`config.mk`:
```
export PLATFORM = sky130hd
export DESIGN_NAME = program_loader
export DESIGN_NICKNAME = d
export VERILOG_FILES = /design/src/rtl/program_loader.sv
export SDC_FILE = /design/constraint.sdc
export NUM_CORES = 1
export LEC_CHECK = 0
export CELL_PAD_IN_SITES_DETAIL_PLACEMENT = 1
export CELL_PAD_IN_SITES_GLOBAL_PLACEMENT = 1
export CORE_MARGIN = 8
export CORE_UTILIZATION = 38
export DETAILED_ROUTE_END_ITERATION = 7
export GPL_TIMING_DRIVEN = 0
export PLACE_DENSITY_LB_ADDON = 0.2
export SLEW_MARGIN = 15
export SYNTH_ARGS = -nofsm -noshare
export SYNTH_HDL_FRONTEND = slang
export SYNTH_SLANG_ARGS = --single-unit
```
`constraint.sdc`:
```
create_clock -name clk -period 3.1 [get_ports clk]
set_input_delay 0.465 -clock clk [delete_from_list [all_inputs] [get_ports clk]]
set_output_delay 0.465 -clock clk [all_outputs]
set_load 0.01 [all_outputs]
```
`src/rtl/program_loader.sv`:
```
// rtl/program_loader.sv - byte-stream program loader writing 32-bit words into program memory
//
// Purpose: receives a length-prefixed byte stream (16-bit big-endian word count
// followed by big-endian 32-bit words), writes each word into program memory at
// BASE_ADDRESS + 4*index, and holds the CPU in reset until loading is complete.
// Optional feature macro: LOADER_CHECKSUM_EN (adds CHECK state and 8-bit sum).
//
// Ports:
//   clk          - clock, rising edge
//   reset        - synchronous active-high reset
//   byte_i       - incoming stream byte
//   byte_valid_i - byte_i valid
//   byte_ready_o - loader accepts byte_i this cycle
//   reload_i     - restart loading from DONE or ERROR
//   wr_en_o      - one-cycle program-memory write strobe
//   wr_addr_o    - byte address of the write
//   wr_data_o    - assembled instruction word
//   cpu_hold_o   - holds the CPU in reset while loading
//   done_o       - load completed successfully
//   error_o      - load aborted
module program_loader #(
  parameter int                    MEMORY_DEPTH = 32,
  parameter int                    DATA_WIDTH   = 32,
  parameter logic [DATA_WIDTH-1:0] BASE_ADDRESS = 32'h400000
) (
  input  logic                  clk,
  input  logic                  reset,
  input  logic [7:0]            byte_i,
  input  logic                  byte_valid_i,
  output logic                  byte_ready_o,
  input  logic                  reload_i,
  output logic                  wr_en_o,
  output logic [DATA_WIDTH-1:0] wr_addr_o,
  output logic [DATA_WIDTH-1:0] wr_data_o,
  output logic                  cpu_hold_o,
  output logic                  done_o,
  output logic                  error_o
);

  localparam int IDX_W = $clog2(MEMORY_DEPTH + 1);

`ifdef LOADER_CHECKSUM_EN
  typedef enum logic [2:0] {LEN_HI, LEN_LO, DATA, CHECK, DONE, ERROR} state_t;
`else
  typedef enum logic [2:0] {LEN_HI, LEN_LO, DATA, DONE, ERROR} state_t;
`endif

  state_t                state;
  logic [7:0]            len_hi;
  logic [15:0]           len;
  logic [IDX_W-1:0]      idx;
  logic [1:0]            byte_cnt;
  // Only the first three bytes of a word need holding; the fourth goes
  // straight into wr_data_o together with them.
  logic [DATA_WIDTH-9:0] word_buf;
`ifdef LOADER_CHECKSUM_EN
  logic [7:0]            sum;
`endif

  logic                  fire;
  logic [15:0]           len_next;
  logic [15:0]           written_count;
  logic [DATA_WIDTH-1:0] word_next;

  assign fire          = byte_valid_i & byte_ready_o;
  assign len_next      = {len_hi, byte_i};
  assign written_count = 16'(idx) + 16'd1;
  assign word_next     = {word_buf, byte_i};

  always_ff @(posedge clk) begin
    if (reset) begin
      state        <= LEN_HI;
      len_hi       <= 8'd0;
      len          <= 16'd0;
      idx          <= '0;
      byte_cnt     <= 2'd0;
      word_buf     <= '0;
      wr_en_o      <= 1'b0;
      wr_addr_o    <= BASE_ADDRESS;
      wr_data_o    <= '0;
      byte_ready_o <= 1'b1;
      cpu_hold_o   <= 1'b1;
      done_o       <= 1'b0;
      error_o      <= 1'b0;
`ifdef LOADER_CHECKSUM_EN
      sum          <= 8'd0;
`endif
    end else begin
      wr_en_o <= 1'b0;
`ifdef LOADER_CHECKSUM_EN
      if (fire && (state == LEN_HI || state == LEN_LO || state == DATA)) begin
        sum <= sum + byte_i;
      end
`endif
      case (state)
        LEN_HI: begin
          if (fire) begin
            len_hi <= byte_i;
            state  <= LEN_LO;
          end
        end

        LEN_LO: begin
          if (fire) begin
            len <= len_next;
            if (len_next == 16'd0) begin
`ifdef LOADER_CHECKSUM_EN
              state <= CHECK;
`else
              state        <= DONE;
              byte_ready_o <= 1'b0;
              cpu_hold_o   <= 1'b0;
              done_o       <= 1'b1;
`endif
            end else if (32'(len_next) > 32'(MEMORY_DEPTH)) begin
              state        <= ERROR;
              byte_ready_o <= 1'b0;
              error_o      <= 1'b1;
            end else begin
              state <= DATA;
            end
          end
        end

        DATA: begin
          if (wr_en_o) begin
            // Write cycle: input was stalled, now advance the index.
            idx <= idx + IDX_W'(1);
            if (written_count == len) begin
`ifdef LOADER_CHECKSUM_EN
              state        <= CHECK;
              byte_ready_o <= 1'b1;
`else
              state       <= DONE;
              cpu_hold_o  <= 1'b0;
              done_o      <= 1'b1;
`endif
            end else begin
              byte_ready_o <= 1'b1;
            end
          end else if (fire) begin
            word_buf <= word_next[DATA_WIDTH-9:0];
            byte_cnt <= byte_cnt + 2'd1;
            if (byte_cnt == 2'd3) begin
              wr_en_o      <= 1'b1;
              wr_data_o    <= word_next;
              wr_addr_o    <= BASE_ADDRESS + (DATA_WIDTH'(idx) << 2);
              byte_ready_o <= 1'b0;
            end
          end
        end

`ifdef LOADER_CHECKSUM_EN
        CHECK: begin
          if (fire) begin
            byte_ready_o <= 1'b0;
            // Check byte is the two's complement of the sum, so they add to zero.
            if (8'(sum + byte_i) == 8'd0) begin
              state      <= DONE;
              cpu_hold_o <= 1'b0;
              done_o     <= 1'b1;
            end else begin
              state   <= ERROR;
              error_o <= 1'b1;
            end
          end
        end
`endif

        DONE, ERROR: begin
          if (reload_i) begin
            state        <= LEN_HI;
            idx          <= '0;
            byte_cnt     <= 2'd0;
            len          <= 16'd0;
            byte_ready_o <= 1'b1;
            cpu_hold_o   <= 1'b1;
            done_o       <= 1'b0;
            error_o      <= 1'b0;
`ifdef LOADER_CHECKSUM_EN
            sum          <= 8'd0;
`endif
          end
        end

        default: state <= LEN_HI;
      endcase
    end
  end

endmodule
```
==> metrics.yaml, run 1 <==
io_buffers: 52
dieArea_um2: 15300
setup_tns_ns: 0
synth-xor-area-share: 0.0159
synth_largest_area_cell: "dfxtp_1"
critical_path_arrival_ns: 2.70
timing.final.crit_share: 0.793
drt-wirelength-per-cell_um: 16.6
ioPinCount: 81
cts_made_buffers: 9
rsz0062_at_grt: "no"
via_per_inst: 5.11
slew_headroom: 0.603
synth_ff_type: "dfxtp_1"
ant_nets: 0
area_growth_pct: 25.0
cts.path.max_buffers: 2
syn_avg_cell_area_um2: 7.85
synth_seq_cells: 102
path_max_fanout: 8
min_from: "wr_data_o[16]"
yosys.area_share.simple: 0.241
grt_max_degree: 17
placed_area_um2: 5200
grt_pass1_wl_mm: 21.5
hold_viol_final: 0
drv_cap: 0
nets: 663
setup_viol: 0
worstHoldPathType: "reg2reg"
root_buffer: "clkbuf_16"
worstHoldPathCells: 2
dp_hpwl_mm: 10.0
synth.distinct_cells: 53
postLayoutCellArea_um2: 5510
drc_errors: 0
synthMuxAreaShare: 0.0102
place.gp.congestion: 0.838
cts_hold_buf: 0
start_util: 0.388
period_minus_slack_ns: 2.46
yosysSeqAreaShare: 0.463
critPathRequiredTime_ns: 3.34
yosysMostFrequentCell: "nand2_1"
synth_fa_ha_area_frac: 0.00568
synth_top_family_by_area: "simple AND/OR/NAND/NOR gates"
synth_cells: 562
end_kind: "register"
grt_pass1_vias: 4275
die_h_um: 124
cts_resized: 0
cts.sinks: 102
cts_tree: "yes"
hold_path_end: "wr_data_o[16]"
vias: 4068
initialDrtViolationCount: 178
track_usage: 0.179
async_flop_share: 0
clock.fmax_mhz: 407
grt_antenna_before_repair: 0
first_pass_iters: 4
reg2reg_from: "idx[0]"
synth_enable_flop_cells: 0
worstMarginPinSlew_ns: 0.595
die_x_um: 124
insertion_delay_ns: 0.35
skew_ns: 0.00987
rr_worst_depth: 8
synth.yosys.warnings: 0
irDropWorstVdd_mv: 0.260
drive_above_1_share: 0.101
r2r_slack_ns: 0.64
coreArea_um2: 11400
diodes: 0
power_density_nw_per_um2: 543
p_leak_nw: 1.98
r2r-end: "done_o"
synth_common_cells: "nand2_1 (157), dfxtp_1 (102), a21oi_1 (100)"
yosysTopAreaCellShare: 0.463
cts.clk_slew.worst_paths_ns: 0.07
drt_wl_total_mm: 13.2
post_cts_buffers: 0
fp-row-count: 39
crit_path_start_kind: "register"
outcome: "finished clean"
synthesis.area_um2: 4410
htreeDepth: 3
path_class: "reg2reg"
synth-compound-area-share: 0.169
drv_slew: 0
synthTopCellsByArea: "dfxtp_1 (46%), nand2_1 (13%), a21oi_1 (11%)"
grt_overflow_total: 0
-- metal layers --
layer	track usage	up-vias	part of all wire
met4	0.0677	0	0.0072
met5	0	-	0
met3	0.0435	5	0.072
met2	0.286	88	0.47
met1	0.228	1977	0.45
li1	-	1998	-
-- how the worst max path moves through the flow --
stage	cells past startpoint	slack (ns)	endpoint	start
finish	8	0.64	done_o	idx[0]
global route	8	0.53	done_o	idx[0]
CTS	8	0.65	done_o	idx[0]
detailed placement	9	0.35	len[10]	byte_valid_i
global placement	7	0.39	done_o	byte_i[6]
floorplan	8	0.98	done_o	idx[0]
-- kinds of logic after synthesis --
kind of cell    Yosys count
buf+inv                  68
flops                   102
other cells               2
mux                       4
fa+ha+maj                 2
simple gates            248
xor+xnor                  8
compound gates          128
-- cells in the final DEF, fill, tap and decap left out, drive strengths merged, types with 5 or more instances in the layout --
master	Yosys	routed
o21ai	5	5
conb	2	26
nand3	29	29
nand2	158	158
nor3	6	6
nor2	31	31
a21oi	100	100
nor2b	5	5
xnor2	5	5
clkbuf	25	35
buf	39	39
clkdlybuf4s50	0	52
dfxtp	102	102
-- state kept, by name (all words and copies together), names as in the netlist --
name / flops
idx: 6
byte_ready_o: 1
error_o: 1
wr_addr_o: 6
wr_data_o: 32
word_buf: 24
len_hi: 8
wr_en_o: 1
done_o: 1
len: 16
cpu_hold_o: 1
state: 3
byte_cnt: 2
-- power by group --
group	total [mW]	switching, mW	internal, mW
clock network	1.21	0.507	0.707
registers	1.38	0.0309	1.35
logic	0.394	0.241	0.153
-- cell type report --
| class | count | area [um^2] |
|---|---|---|
| fill | 1429 | 5860 |
| multi-input combinational | 416 | 2040 |
| sequential | 102 | 2040 |
| timing repair buffer | 52 | 520 |
| buffer | 65 | 403 |
| clock buffer | 10 | 229 |
| tap | 143 | 179 |
| clock inverter | 5 | 82.6 |
| inverter | 3 | 11.3 |
-- critical path, stage by stage, from the launching register on --
cell	delay, ns
dfxtp_1	0.51
ha_1	0.33
nand3_2	0.12
or2_1	0.24
o21ai_0	0.16
a311o_1	0.26
o221ai_2	0.13
a31oi_2	0.27
mux2_4	0.33
-- through the flow --
step           worst slack, ns  utilization  power, mW  cells  hold WS, ns
2_1_floorplan            0.977            -       1.68    586        0.426
3_3_place_gp             0.389        0.457       1.78    781        0.436
3_5_place_dp             0.347        0.457       1.80    781        0.449
4_1_cts                  0.652        0.485       3.01    796        0.458
5_1_grt                  0.530        0.485       3.11    796        0.480
6_report                 0.643        0.485       2.99    796        0.456
Power figures use the tool's default switching activity.
==> inputs of run 2 (changes only) <==
==> constraint.sdc (replaced) <==
create_clock -name clk -period 2.5 [get_ports clk]
set_input_delay 0.375 -clock clk [delete_from_list [all_inputs] [get_ports clk]]
set_output_delay 0.375 -clock clk [all_outputs]
set_load 0.01 [all_outputs]
==> run 2 against run 1 <==
Critical path depth is the same. Largest power group unchanged. Largest cell class is now flip-flops and latches. Routed wire length is the same. Count of clock-buffer cells in the layout is the same. Via count is the same. Utilization is essentially flat. Flip-flop and latch count is the same. Sequential power grew 24%. Power grew 24%.
==> metrics.yaml, run 2 (synthesis gave the netlist of run 1 again) <==
io_buffers: 52  # unchanged
grt_pass1_vias: 4275  # unchanged
irDropWorstVdd_mv: 0.323  # +24%
rsz0062_at_grt: "no"
cts.path.max_buffers: 2  # unchanged
postLayoutCellArea_um2: 5510  # about the same
power_density_nw_per_um2: 673  # +24%
hold_viol_final: 0  # unchanged
grt_max_degree: 17  # unchanged
whs_ns: 0.456  # unchanged
outcome: "finished clean"
coreArea_um2: 11400  # unchanged
dp_hpwl_mm: 10.0  # unchanged
path_class: "reg2reg"
place_inst: 781  # unchanged
place.gp.congestion: 0.838  # unchanged
fillers: 1428  # -0.070%
slew_headroom: 0.603  # unchanged
end_kind: "register"
drv_slew: 0  # unchanged
via_per_inst: 5.11  # unchanged
grt_antenna_before_repair: 0  # unchanged
top_register: "wr_data_o"
vias: 4068  # unchanged
placed_area_um2: 5200  # unchanged
largest_reg_flops: 32  # unchanged
drive_above_1_share: 0.103  # +0.00153
drv_cap: 0  # unchanged
initialDrtViolationCount: 178  # unchanged
p_total_mw: 3.71  # +24%
ant_nets: 0  # unchanged
hold_path_end: "wr_data_o[16]"
skew_ns: 0.00987  # unchanged
die_x_um: 124  # unchanged
worstHoldPathCells: 2  # unchanged
nets: 663  # unchanged
insertion_delay_ns: 0.35  # about the same
min_from: "wr_data_o[16]"
start_util: 0.388  # unchanged
htreeDepth: 3  # unchanged
clock.fmax_mhz: 421  # +3.4%
final_core_util: 0.485  # about the same
track_usage: 0.179  # unchanged
drt_wl_total_mm: 13.2  # unchanged
root_buffer: "clkbuf_16"
fp-row-count: 39  # unchanged
first_pass_iters: 4  # unchanged
ioPinCount: 81  # unchanged
layout_common_cells: "nand2_1 (157), dfxtp_1 (101), a21oi_1 (100), clkdlybuf4s50_1 (52), nor2_1 (31)"
period_minus_slack_ns: 2.38  # -0.0810 ns
p_leak_nw: 1.98  # about the same
die_h_um: 124  # unchanged
r2r-end: "done_o"
worstHoldPathType: "reg2reg"
critical_path_arrival_ns: 2.61  # -0.09 ns
grt_pass1_wl_mm: 21.5  # unchanged
reg2reg_from: "idx[1]"
dieArea_um2: 15300  # unchanged
timing.final.crit_share: 0.950  # +0.158
path_max_fanout: 6  # -2
critPathRequiredTime_ns: 2.74  # -0.60 ns
drt-wirelength-per-cell_um: 16.6  # unchanged
crit_path_start_kind: "register"
rr_worst_depth: 8  # unchanged
reg.largest.list: "wr_data_o (32), word_buf (24), len (16)"
area_growth_pct: 25.0  # about the same
cts.sinks: 102  # unchanged
r2r_slack_ns: 0.12  # -0.52 ns
cts.clk_slew.worst_paths_ns: 0.07  # about the same
diodes: 0  # unchanged
worstMarginPinSlew_ns: 0.595  # unchanged
grt_overflow_total: 0  # unchanged
setup_viol: 0  # unchanged
layout_commonest_cell: "nand2_1"
cts_tree: "yes"
cts_made_buffers: 9  # unchanged
drc_errors: 0  # unchanged
fin_cells: 796  # unchanged
crit_start: "idx[1]"
run 2: cell count changes in the layout (fill, tap and decap cells not counted):
cell / before / now
dfxtp_2: 0 / 1
dfxtp_1: 102 / 101
run 2: stage by stage:
| step | worst slack, ns | TNS, ns |
|---|---|---|
| 2_1_floorplan | 0.377 | 0 |
| 3_3_place_gp | -0.121 | -0.782 |
| 3_5_place_dp | -0.163 | -1.84 |
| 4_1_cts | 0.0515 | 0 |
| 5_1_grt | 0.0162 | 0 |
| 6_report | 0.124 | 0 |
run 2: power by group:
part / total [mW] / switching [mW] / internal [mW]
sequential: 1.71 / 0.0383 / 1.67
combinational: 0.489 / 0.299 / 0.189
clock: 1.51 / 0.629 / 0.877
run 2: what timing repair did:
action | CTS | global route
setup endpoints to repair | 0 | 1
hold buffers | 0 | 0
gates resized for setup | 0 | 1
setup buffers | 0 | 0
run 2: worst max-delay path by stage:
stage	to	cells after the start	slack (ns)
3_5_place_dp	len[10]	9	-0.16
5_1_grt	done_o	8	0.02
6_report	done_o	8	0.12
3_3_place_gp	done_o	7	-0.12
4_1_cts	done_o	8	0.05
2_1_floorplan	done_o	8	0.38
run 2: worst max-delay path, stage by stage, from the launching register on:
cell and delay, ns:
dfxtp_1 0.44, ha_1 0.31, nand3_2 0.12, or2_1 0.24, o21ai_0 0.16, a311o_1 0.26, o221ai_2 0.13, a31oi_2 0.27
mux2_4 0.33
run 2: final cells by class:
cell class	instances	area, um^2	share of cell area
Clock inverter	5	82.6	0.0150
Tap cell	143	179	0.0325
Buffer	65	403	0.0731
Multi-Input combinational cell	416	2040	0.371
Inverter	3	11.3	0.00204
Sequential cell	102	2040	0.371
Timing Repair Buffer	52	520	0.0944
Clock buffer	10	229	0.0415
run 2: routing by layer:
metal  GRT usage  up-vias  wire length, um
li1            -     1998                -
met1       0.228     1977             5960
met2       0.286       88             6190
met3      0.0435        5              951
met4      0.0677        0               95
met5           0        -                0
